<file path="src/rtl/ddr_pkg.sv">
// Shared definitions for the level sequencer and its neighbours: note terminator,
// arrow-lane bit positions and the sequencer state encoding.
package ddr_pkg;

  localparam logic [3:0] NOTE_END = 4'b1111;

  localparam int unsigned LANE_L = 3;
  localparam int unsigned LANE_D = 2;
  localparam int unsigned LANE_U = 1;
  localparam int unsigned LANE_R = 0;

  typedef enum logic [2:0] {
    ST_IDLE      = 3'd0,
    ST_FETCH     = 3'd1,
    ST_LATCH     = 3'd2,
    ST_WAIT_BEAT = 3'd3,
    ST_DONE      = 3'd4
  } seq_state_e;

endpackage

</file>
<file path="src/rtl/level_sequencer_beat_timer.sv">
// Free-running beat counter with synchronous clear and enable; tick_c flags the
// last cycle of each beat so the consumer acts on the same edge the count wraps.
module beat_timer #(
  parameter int unsigned BEAT_CYCLES = 25000000,
  parameter int unsigned CNT_WIDTH   = 25
) (
  input  logic clk,
  input  logic rst_n,
  input  logic clr_i,
  input  logic en_i,
  output logic tick_c
);

  localparam logic [CNT_WIDTH-1:0] CNT_LAST = CNT_WIDTH'(BEAT_CYCLES - 1);

  logic [CNT_WIDTH-1:0] cnt_q;
  logic [CNT_WIDTH-1:0] cnt_d;

  assign tick_c = en_i && (cnt_q == CNT_LAST);

  always_comb begin
    cnt_d = cnt_q;
    if (clr_i) begin
      cnt_d = '0;
    end else if (en_i) begin
      cnt_d = tick_c ? '0 : cnt_q + CNT_WIDTH'(1);
    end
  end

  always_ff @(posedge clk or negedge rst_n) begin
    if (!rst_n) begin
      cnt_q <= '0;
    end else begin
      cnt_q <= cnt_d;
    end
  end

endmodule

</file>
<file path="src/rtl/level_sequencer.sv">
// Walks a level's note chart out of a synchronous ROM and issues one note per beat
// until the end-of-level terminator or the last ROM address is reached.
module level_sequencer
  import ddr_pkg::*;
#(
  parameter int unsigned ADDR_WIDTH  = 6,
  parameter int unsigned DATA_WIDTH  = 4,
  parameter int unsigned BEAT_CYCLES = 25000000,
  parameter int unsigned CNT_WIDTH   = 25
) (
  input  logic                  clk,
  input  logic                  rst,
  input  logic                  start,
  input  logic                  abort,
  input  logic                  pause,
  input  logic [DATA_WIDTH-1:0] rom_note,
  output logic [ADDR_WIDTH-1:0] rom_addr,
  output logic [DATA_WIDTH-1:0] note,
  output logic                  note_valid,
  output logic                  busy,
  output logic                  done,
  output logic [ADDR_WIDTH-1:0] note_count
);

  localparam logic [ADDR_WIDTH-1:0] ADDR_LAST = '1;
  localparam logic [DATA_WIDTH-1:0] END_WORD  = DATA_WIDTH'(NOTE_END);

  seq_state_e            state_q, state_d;
  logic [ADDR_WIDTH-1:0] rom_addr_q, rom_addr_d;
  logic [DATA_WIDTH-1:0] note_reg_q, note_reg_d;
  logic [DATA_WIDTH-1:0] note_q, note_d;
  logic                  note_valid_q, note_valid_d;
  logic                  busy_q, busy_d;
  logic                  done_pend_q, done_pend_d;
  logic                  done_q, done_d;
  logic [ADDR_WIDTH-1:0] note_count_q, note_count_d;

  logic timer_clr_c;
  logic timer_en_c;
  logic beat_tick_c;

  assign timer_en_c = busy_q && !pause;

  beat_timer #(
    .BEAT_CYCLES(BEAT_CYCLES),
    .CNT_WIDTH  (CNT_WIDTH)
  ) u_beat_timer (
    .clk   (clk),
    .rst_n (rst),
    .clr_i (timer_clr_c),
    .en_i  (timer_en_c),
    .tick_c(beat_tick_c)
  );

  // Next-state and registered-output logic; done is delayed one cycle past DONE entry.
  always_comb begin
    state_d      = state_q;
    rom_addr_d   = rom_addr_q;
    note_reg_d   = note_reg_q;
    note_d       = note_q;
    note_valid_d = 1'b0;
    note_count_d = note_count_q;
    done_pend_d  = 1'b0;
    done_d       = done_pend_q;
    timer_clr_c  = 1'b0;

    if (abort) begin
      state_d     = ST_IDLE;
      timer_clr_c = 1'b1;
      done_d      = 1'b0;
    end else if (!pause) begin
      unique case (state_q)
        ST_IDLE, ST_DONE: begin
          if (start) begin
            state_d      = ST_FETCH;
            rom_addr_d   = '0;
            note_count_d = '0;
            timer_clr_c  = 1'b1;
          end
        end
        ST_FETCH: state_d = ST_LATCH;
        ST_LATCH: begin
          note_reg_d = rom_note;
          if (rom_note == END_WORD) begin
            state_d     = ST_DONE;
            done_pend_d = 1'b1;
          end else begin
            state_d = ST_WAIT_BEAT;
          end
        end
        ST_WAIT_BEAT: begin
          if (beat_tick_c) begin
            note_d       = note_reg_q;
            note_valid_d = 1'b1;
            note_count_d = note_count_q + ADDR_WIDTH'(1);
            if (rom_addr_q == ADDR_LAST) begin
              state_d     = ST_DONE;
              done_pend_d = 1'b1;
            end else begin
              state_d    = ST_FETCH;
              rom_addr_d = rom_addr_q + ADDR_WIDTH'(1);
            end
          end
        end
        default: state_d = ST_IDLE;
      endcase
    end

    busy_d = (state_d != ST_IDLE) && (state_d != ST_DONE);
  end

  always_ff @(posedge clk or negedge rst) begin
    if (!rst) begin
      state_q      <= ST_IDLE;
      rom_addr_q   <= '0;
      note_reg_q   <= '0;
      note_q       <= '0;
      note_valid_q <= 1'b0;
      busy_q       <= 1'b0;
      done_pend_q  <= 1'b0;
      done_q       <= 1'b0;
      note_count_q <= '0;
    end else begin
      state_q      <= state_d;
      rom_addr_q   <= rom_addr_d;
      note_reg_q   <= note_reg_d;
      note_q       <= note_d;
      note_valid_q <= note_valid_d;
      busy_q       <= busy_d;
      done_pend_q  <= done_pend_d;
      done_q       <= done_d;
      note_count_q <= note_count_d;
    end
  end

  assign rom_addr   = rom_addr_q;
  assign note       = note_q;
  assign note_valid = note_valid_q;
  assign busy       = busy_q;
  assign done       = done_q;
  assign note_count = note_count_q;

endmodule

</file>
<file path="config.mk">
export PLATFORM = sky130hd
export DESIGN_NAME = level_sequencer
export DESIGN_NICKNAME = d
export VERILOG_FILES = /design/src/rtl/ddr_pkg.sv /design/src/rtl/level_sequencer_beat_timer.sv /design/src/rtl/level_sequencer.sv
export SDC_FILE = /design/constraint.sdc
export NUM_CORES = 1
export LEC_CHECK = 0
export ABC_AREA = 1
export CAP_MARGIN = 30
export CORE_ASPECT_RATIO = 0.75
export CORE_MARGIN = 2
export CORE_UTILIZATION = 40
export DETAILED_ROUTE_END_ITERATION = 8
export SLEW_MARGIN = 20
export SYNTH_ARGS = -nofsm -noshare
export SYNTH_HDL_FRONTEND = slang
export SYNTH_SLANG_ARGS = --single-unit
</file>
<file path="constraint.sdc">
create_clock -name clk -period 1.9 [get_ports clk]
set_clock_uncertainty 0.1 [all_clocks]
set_input_delay 0.285 -clock clk [delete_from_list [all_inputs] [get_ports clk]]
set_output_delay 0.285 -clock clk [all_outputs]
set_load 0.02 [all_outputs]
</file>
# Word-level counts from Yosys, hierarchy flattened

Index checks and enable logic that the tools add are counted.
Widths: inputs -> output; s select.

Flip-flop bits (word level): 52
Bits in latches: 0
Bits in writable memories: 0
ROM bits: 0
Bits of input ports: 9
Output and inout port bits: 19
Logic and storage cells: 70
Memories: 0

Add/sub/neg operators: 3
Multiply operators: 0
Div/mod/pow operators: 0
$lt $le $gt $ge: 0
Eq/ne operators: 11
Shift operators: 0
Muxes and demuxes: 31
Bitwise operators: 2
Reduce and logical (&&, ||, !) cells: 13

Operators by type and width:

| operator              | number |
|---|---|
| $mux 25               | 3 |
| $add 25x1->25 const B | 1 |
| $eq 25x25->1 const B  | 1 |
| $mux 6                | 4 |
| $pmux 6 s2            | 2 |
| $mux 3                | 6 |
| $mux 1                | 14 |
| $add 6x1->6 const B   | 2 |
| $pmux 3 s4            | 1 |
| $eq 3x2->1 const B    | 2 |
| $eq 6x6->1 const B    | 1 |
| $reduce_and 6->1      | 1 |
| $reduce_and 5->1      | 1 |
| $eq 4x4->1 const B    | 1 |
| $ne 2x2->1 const B    | 2 |
| $reduce_and 4->1      | 1 |
| $reduce_bool 2->1     | 2 |
| $eq 3x1->1 const B    | 1 |
| $eq 3x3->1 const B    | 1 |
| $logic_and 1x1->1     | 3 |
| $logic_not 3->1       | 1 |
| $ne 3x3->1 const B    | 1 |
| $reduce_and 3->1      | 1 |
| $reduce_bool 3->1     | 1 |
| 5 further kinds       | 6 |

# Depth between registers and ports, before layout

Depth in word-level cells: 9
Gate-level depth with buffers: 11

# By module

From an unflattened synthesis, not the netlist that was laid out.

Cell total of the unflattened synthesis: 418
Area total of the unflattened synthesis: 3078.0 um^2

Modules (own cells, without submodules):

| module          | times used | cells an instance | area an instance (um^2) | seq. area each (um^2) |
|---|---|---|---|---|
| beat_timer      | 1          | 229               | 1590.3                  | 625.6 |
| level_sequencer | 1          | 189               | 1487.7                  | 675.6 |

# Least setup slack after synthesis

No wires, ideal clock.

Kind: reg-to-reg
Start point: reg rom_addr_q[1] (netlist: rom_addr[1])
End point: reg rom_addr_q[2] (netlist: rom_addr[2])
Arrival time: 1497 ps
Data required time: 1726 ps
Slack: 229 ps
Cell stages (with the launch flop): 10
Clock period less this slack: 1671 ps
Path through: dfrtp_1 ha_1 nand3_1 nor2_1 nor2_1 o21a_1 nand2_2 buf_6 nand2_1 o21ai_2

Word-level cells in the longest chain between the ends: 4
Elaborated cells between the ends (all ways): 7
Classes of those cells: add/sub (1); eq/ne (2); mux (3); reduce/logical (1)

RTL lines:

| item                   | RTL line               | RTL |
|---|---|---|
| from (decl)            | level_sequencer.sv:29  | `logic [ADDR_WIDTH-1:0] rom_addr_q, rom_addr_d;` |
| from (signal assigned) | level_sequencer.sv:125 | `rom_addr_q <= rom_addr_d;` |
| $add 6x1->6            | level_sequencer.sv:101 | `rom_addr_d = rom_addr_q + ADDR_WIDTH'(1);` |
| $mux 6                 | level_sequencer.sv:96  | `if (rom_addr_q == ADDR_LAST) begin` |
| $mux 6                 | level_sequencer.sv:92  | `if (beat_tick_c) begin` |
| $pmux 6 s2             | level_sequencer.sv:72  | `unique case (state_q)` |

Several ways; a longest one is shown, not always the timed one. The select of a mux whose other input is x is not followed.
A chain may end at the register's enable or synchronous reset.

# Final worst setup path

Start point: reg u_beat_timer.cnt_q[1]
End point: reg note_count_q[2] (netlist: note_count[2])

Word-level cells in the longest chain between the ends: 4

RTL lines:

| item                              | RTL line                         | RTL |
|---|---|---|
| from (decl)                       | level_sequencer_beat_timer.sv:16 | `logic [CNT_WIDTH-1:0] cnt_q;` |
| from (signal assigned)            | level_sequencer_beat_timer.sv:34 | `cnt_q <= cnt_d;` |
| $eq 25x25->1                      | level_sequencer_beat_timer.sv:19 | `assign tick_c = en_i && (cnt_q == CNT_LAST);` |
| $logic_and 1x1->1                 | level_sequencer_beat_timer.sv:19 |  |
| $ne 2x1->1 (no source line)       | -                                |  |
| $reduce_and 5->1 (no source line) | -                                |  |
| to (signal assigned)              | level_sequencer.sv:132           | `note_count_q <= note_count_d;` |
| to (decl)                         | level_sequencer.sv:36            | `logic [ADDR_WIDTH-1:0] note_count_q, note_count_d;` |

No other way between the ends.

==> impl_metrics.yaml <==
global_route:
  grt_pass1_wl_um: 13000
  grt_max_degree: 53
  antenna_found_initial: 0
  grt_overflow: 0
  grt_use_total_pct: 19.1
  grt_pass1_vias: 2669
routing:
  wl_um: 7520
  vias: 2844
  vias_per_cell: 4.90
  ant_nets: 0
  firstDrtPassIters: 4
  remaining_drc_errors: 0
  drt_iter0_drc: 167
  post_drt_wl_per_cell_um: 12.9
synth:
  seq_area_frac_synth_pct: 41.6
  yosysUniqueCellTypes: 32
  synth_flop_cell: "dfrtp_1"
  syn-num-nets: 436
  synth_edf_count: 0
  synth_warnings: 0
  syn_area_mm2: 0.00313
  syn-instance-count: 424
  synth_seq_cells: 52
  postSynthAreaPerCell_um2: 7.39
  async_flop_share_pct: 100
sta:
  tightest_slew_ns: 0.476
  hold_violations: 0
  setup_tns_ns: 0
  slew-limit-headroom_pct: 68.0
  setup_viol: 0
  fmax_mhz: 554
  worst_slack_ns: 0.0940
  finalCritPeriodShare_pct: 95.1
  finalMaxSlewViolations: 0
  post-route-min-period_ns: 1.81
  rsz0062_at_grt: "yes"
  hold_slack_ns: 0.379
setup_path:
  critPathKind: "reg2reg"
  end_kind: "register"
  required_ns: 2.01
  cp-start-kind: "register"
  cp.arrival_ns: 1.91
  crit_fanout: 11
die:
  core_mm2: 0.00747
  ioPinCount: 28
  die_h_um: 80.6
  dieWidth_um: 106
  die_area_mm2: 0.00856
  rows: 27
  initial_core_util_pct: 41.9
placed_design:
  dp_slack_ns: -0.0576
  placed_cells: 568
  post_dp_cell_area_mm2: 0.00368
  place_congestion: 0.889
  io_buffer_count: 27
  dp_hpwl_um: 5700
cells_and_area:
  finalInstanceArea_mm2: 0.00383
  utilization_pct: 51.4
  drive_gt1_share_pct: 16.7
  final_cells: 581
  final_common_cell: "nand2_1"
  area_delta_synth_final_pct: 22.5
  fillers: 745
  ff_latch_area_mm2: 0.00130
  multi_input_area_mm2: 0.00163
  fin_nets: 491
  final_cell_mix: "nand2_1 (113), nor2_1 (56), dfrtp_1 (52)"
  antenna_cells: 0
clocking:
  cts_root_buf: "clkbuf_8"
  clk-insertion-delay-late_ns: 0.31
  clk_pin_slew_ns: 0.09
  cts.htree.levels: 2
  clkSinkCount: 52
  cts_buffer_depth: 2
  tritoncts: "done"
  cts_buffers: 5
power_and_ir_drop:
  power_mw: 2.16
  ir_drop_uv: 302
  powerDensity_mw_per_mm2: 563
  leakage_nw: 1.73
flow_run:
  max-cap-violations: 0
worst_hold_path:
  hold_class: "reg2reg"
run_status:
  status: "complete, no violations"
-- registers in the layout, indices dropped and copies added, names as in the netlist --
register	flops
u_beat_timer.cnt_q	25
note_count	6
rom_addr	6
note	4
note_reg_q	4
state_q	3
busy	1
done	1
done_pend_q	1
note_valid	1
-- timing repair --
item,CTS,global route
hold buffers,1,0
resized for setup,0,5
hold endpoints to repair,52,0
buffers inserted,0,4
setup endpoints to repair,0,25
-- logic make-up after synthesis --
group | synth area share [%]
AND/OR/NAND/NOR | 39.1
adder cells (fa/ha/maj) | 1.20
XOR/XNOR | 2.52
flip-flops | 41.6
AO/OA/AOI/OAI | 8.51
buffers and inverters | 7.11
-- layer usage --
layer | vias to the layer above | GRT usage (%) | part of all wire, %
met1 | 1304 | 29.5 | 54
li1 | 1478 | - | -
met3 | 7 | 3.90 | 4.5
met2 | 55 | 26.7 | 41
met4 | 0 | 4.61 | 0.88
met5 | - | 0 | 0
-- layout make-up --
cell class              instances  share of cell area, %
clock buffers                   7                   2.25
clock inverters                 1                  0.196
inverters                      46                   4.50
multi-input cells             320                   42.5
flip-flops and latches         52                   33.9
well taps                     101                   3.30
repair buffers                 54                   13.3
-- report_power, final --
group	switching, mW	leakage (nW)	internal (mW)	total [mW]
sequential	0.0341	0.711	1.15	1.19
clock	0.361	0.0445	0.297	0.657
combinational	0.181	0.978	0.133	0.313
-- critical path, stage by stage (launching register included) --
cell and delay (ns):
dfrtp_1 0.40, ha_1 0.18, inv_1 0.08, nor2_4 0.18, nand2_2 0.09, nor2_4 0.15
nand3_1 0.09, nand2_1 0.07, nand2_1 0.09, buf_12 0.16, nand2_1 0.07, o21ai_2 0.05
-- worst paths after layout --
path                                             from               endpoint  slack, ns  cells after the start
worst min-delay path                      done_pend_q                   done       0.38                      2
max in group asynchronous                         rst  u_beat_timer.cnt_q[1]       1.07                      3
min in group asynchronous                         rst             state_q[1]       0.41                      3
worst max register to register  u_beat_timer.cnt_q[1]          note_count[2]       0.09                     11
worst min register to register            done_pend_q                   done       0.38                      2
worst max-delay path            u_beat_timer.cnt_q[1]          note_count[2]       0.09                     11
-- cell usage after synthesis (9+ instances only) --
master	count	area share [%]
a21oi_1	13	2.1
dfrtp_1	52	42
inv_1	40	4.8
nand2_1	113	14
nand2_2	9	1.8
nand3_1	38	6.1
nand4_1	15	3.0
nor2_1	56	6.7
nor3_1	10	1.6
o21ai_0	11	1.8
o21ai_2	9	2.5
or2_2	9	1.8
xor2_1	9	2.5
No activity file was read; power rests on OpenSTA's default activity.
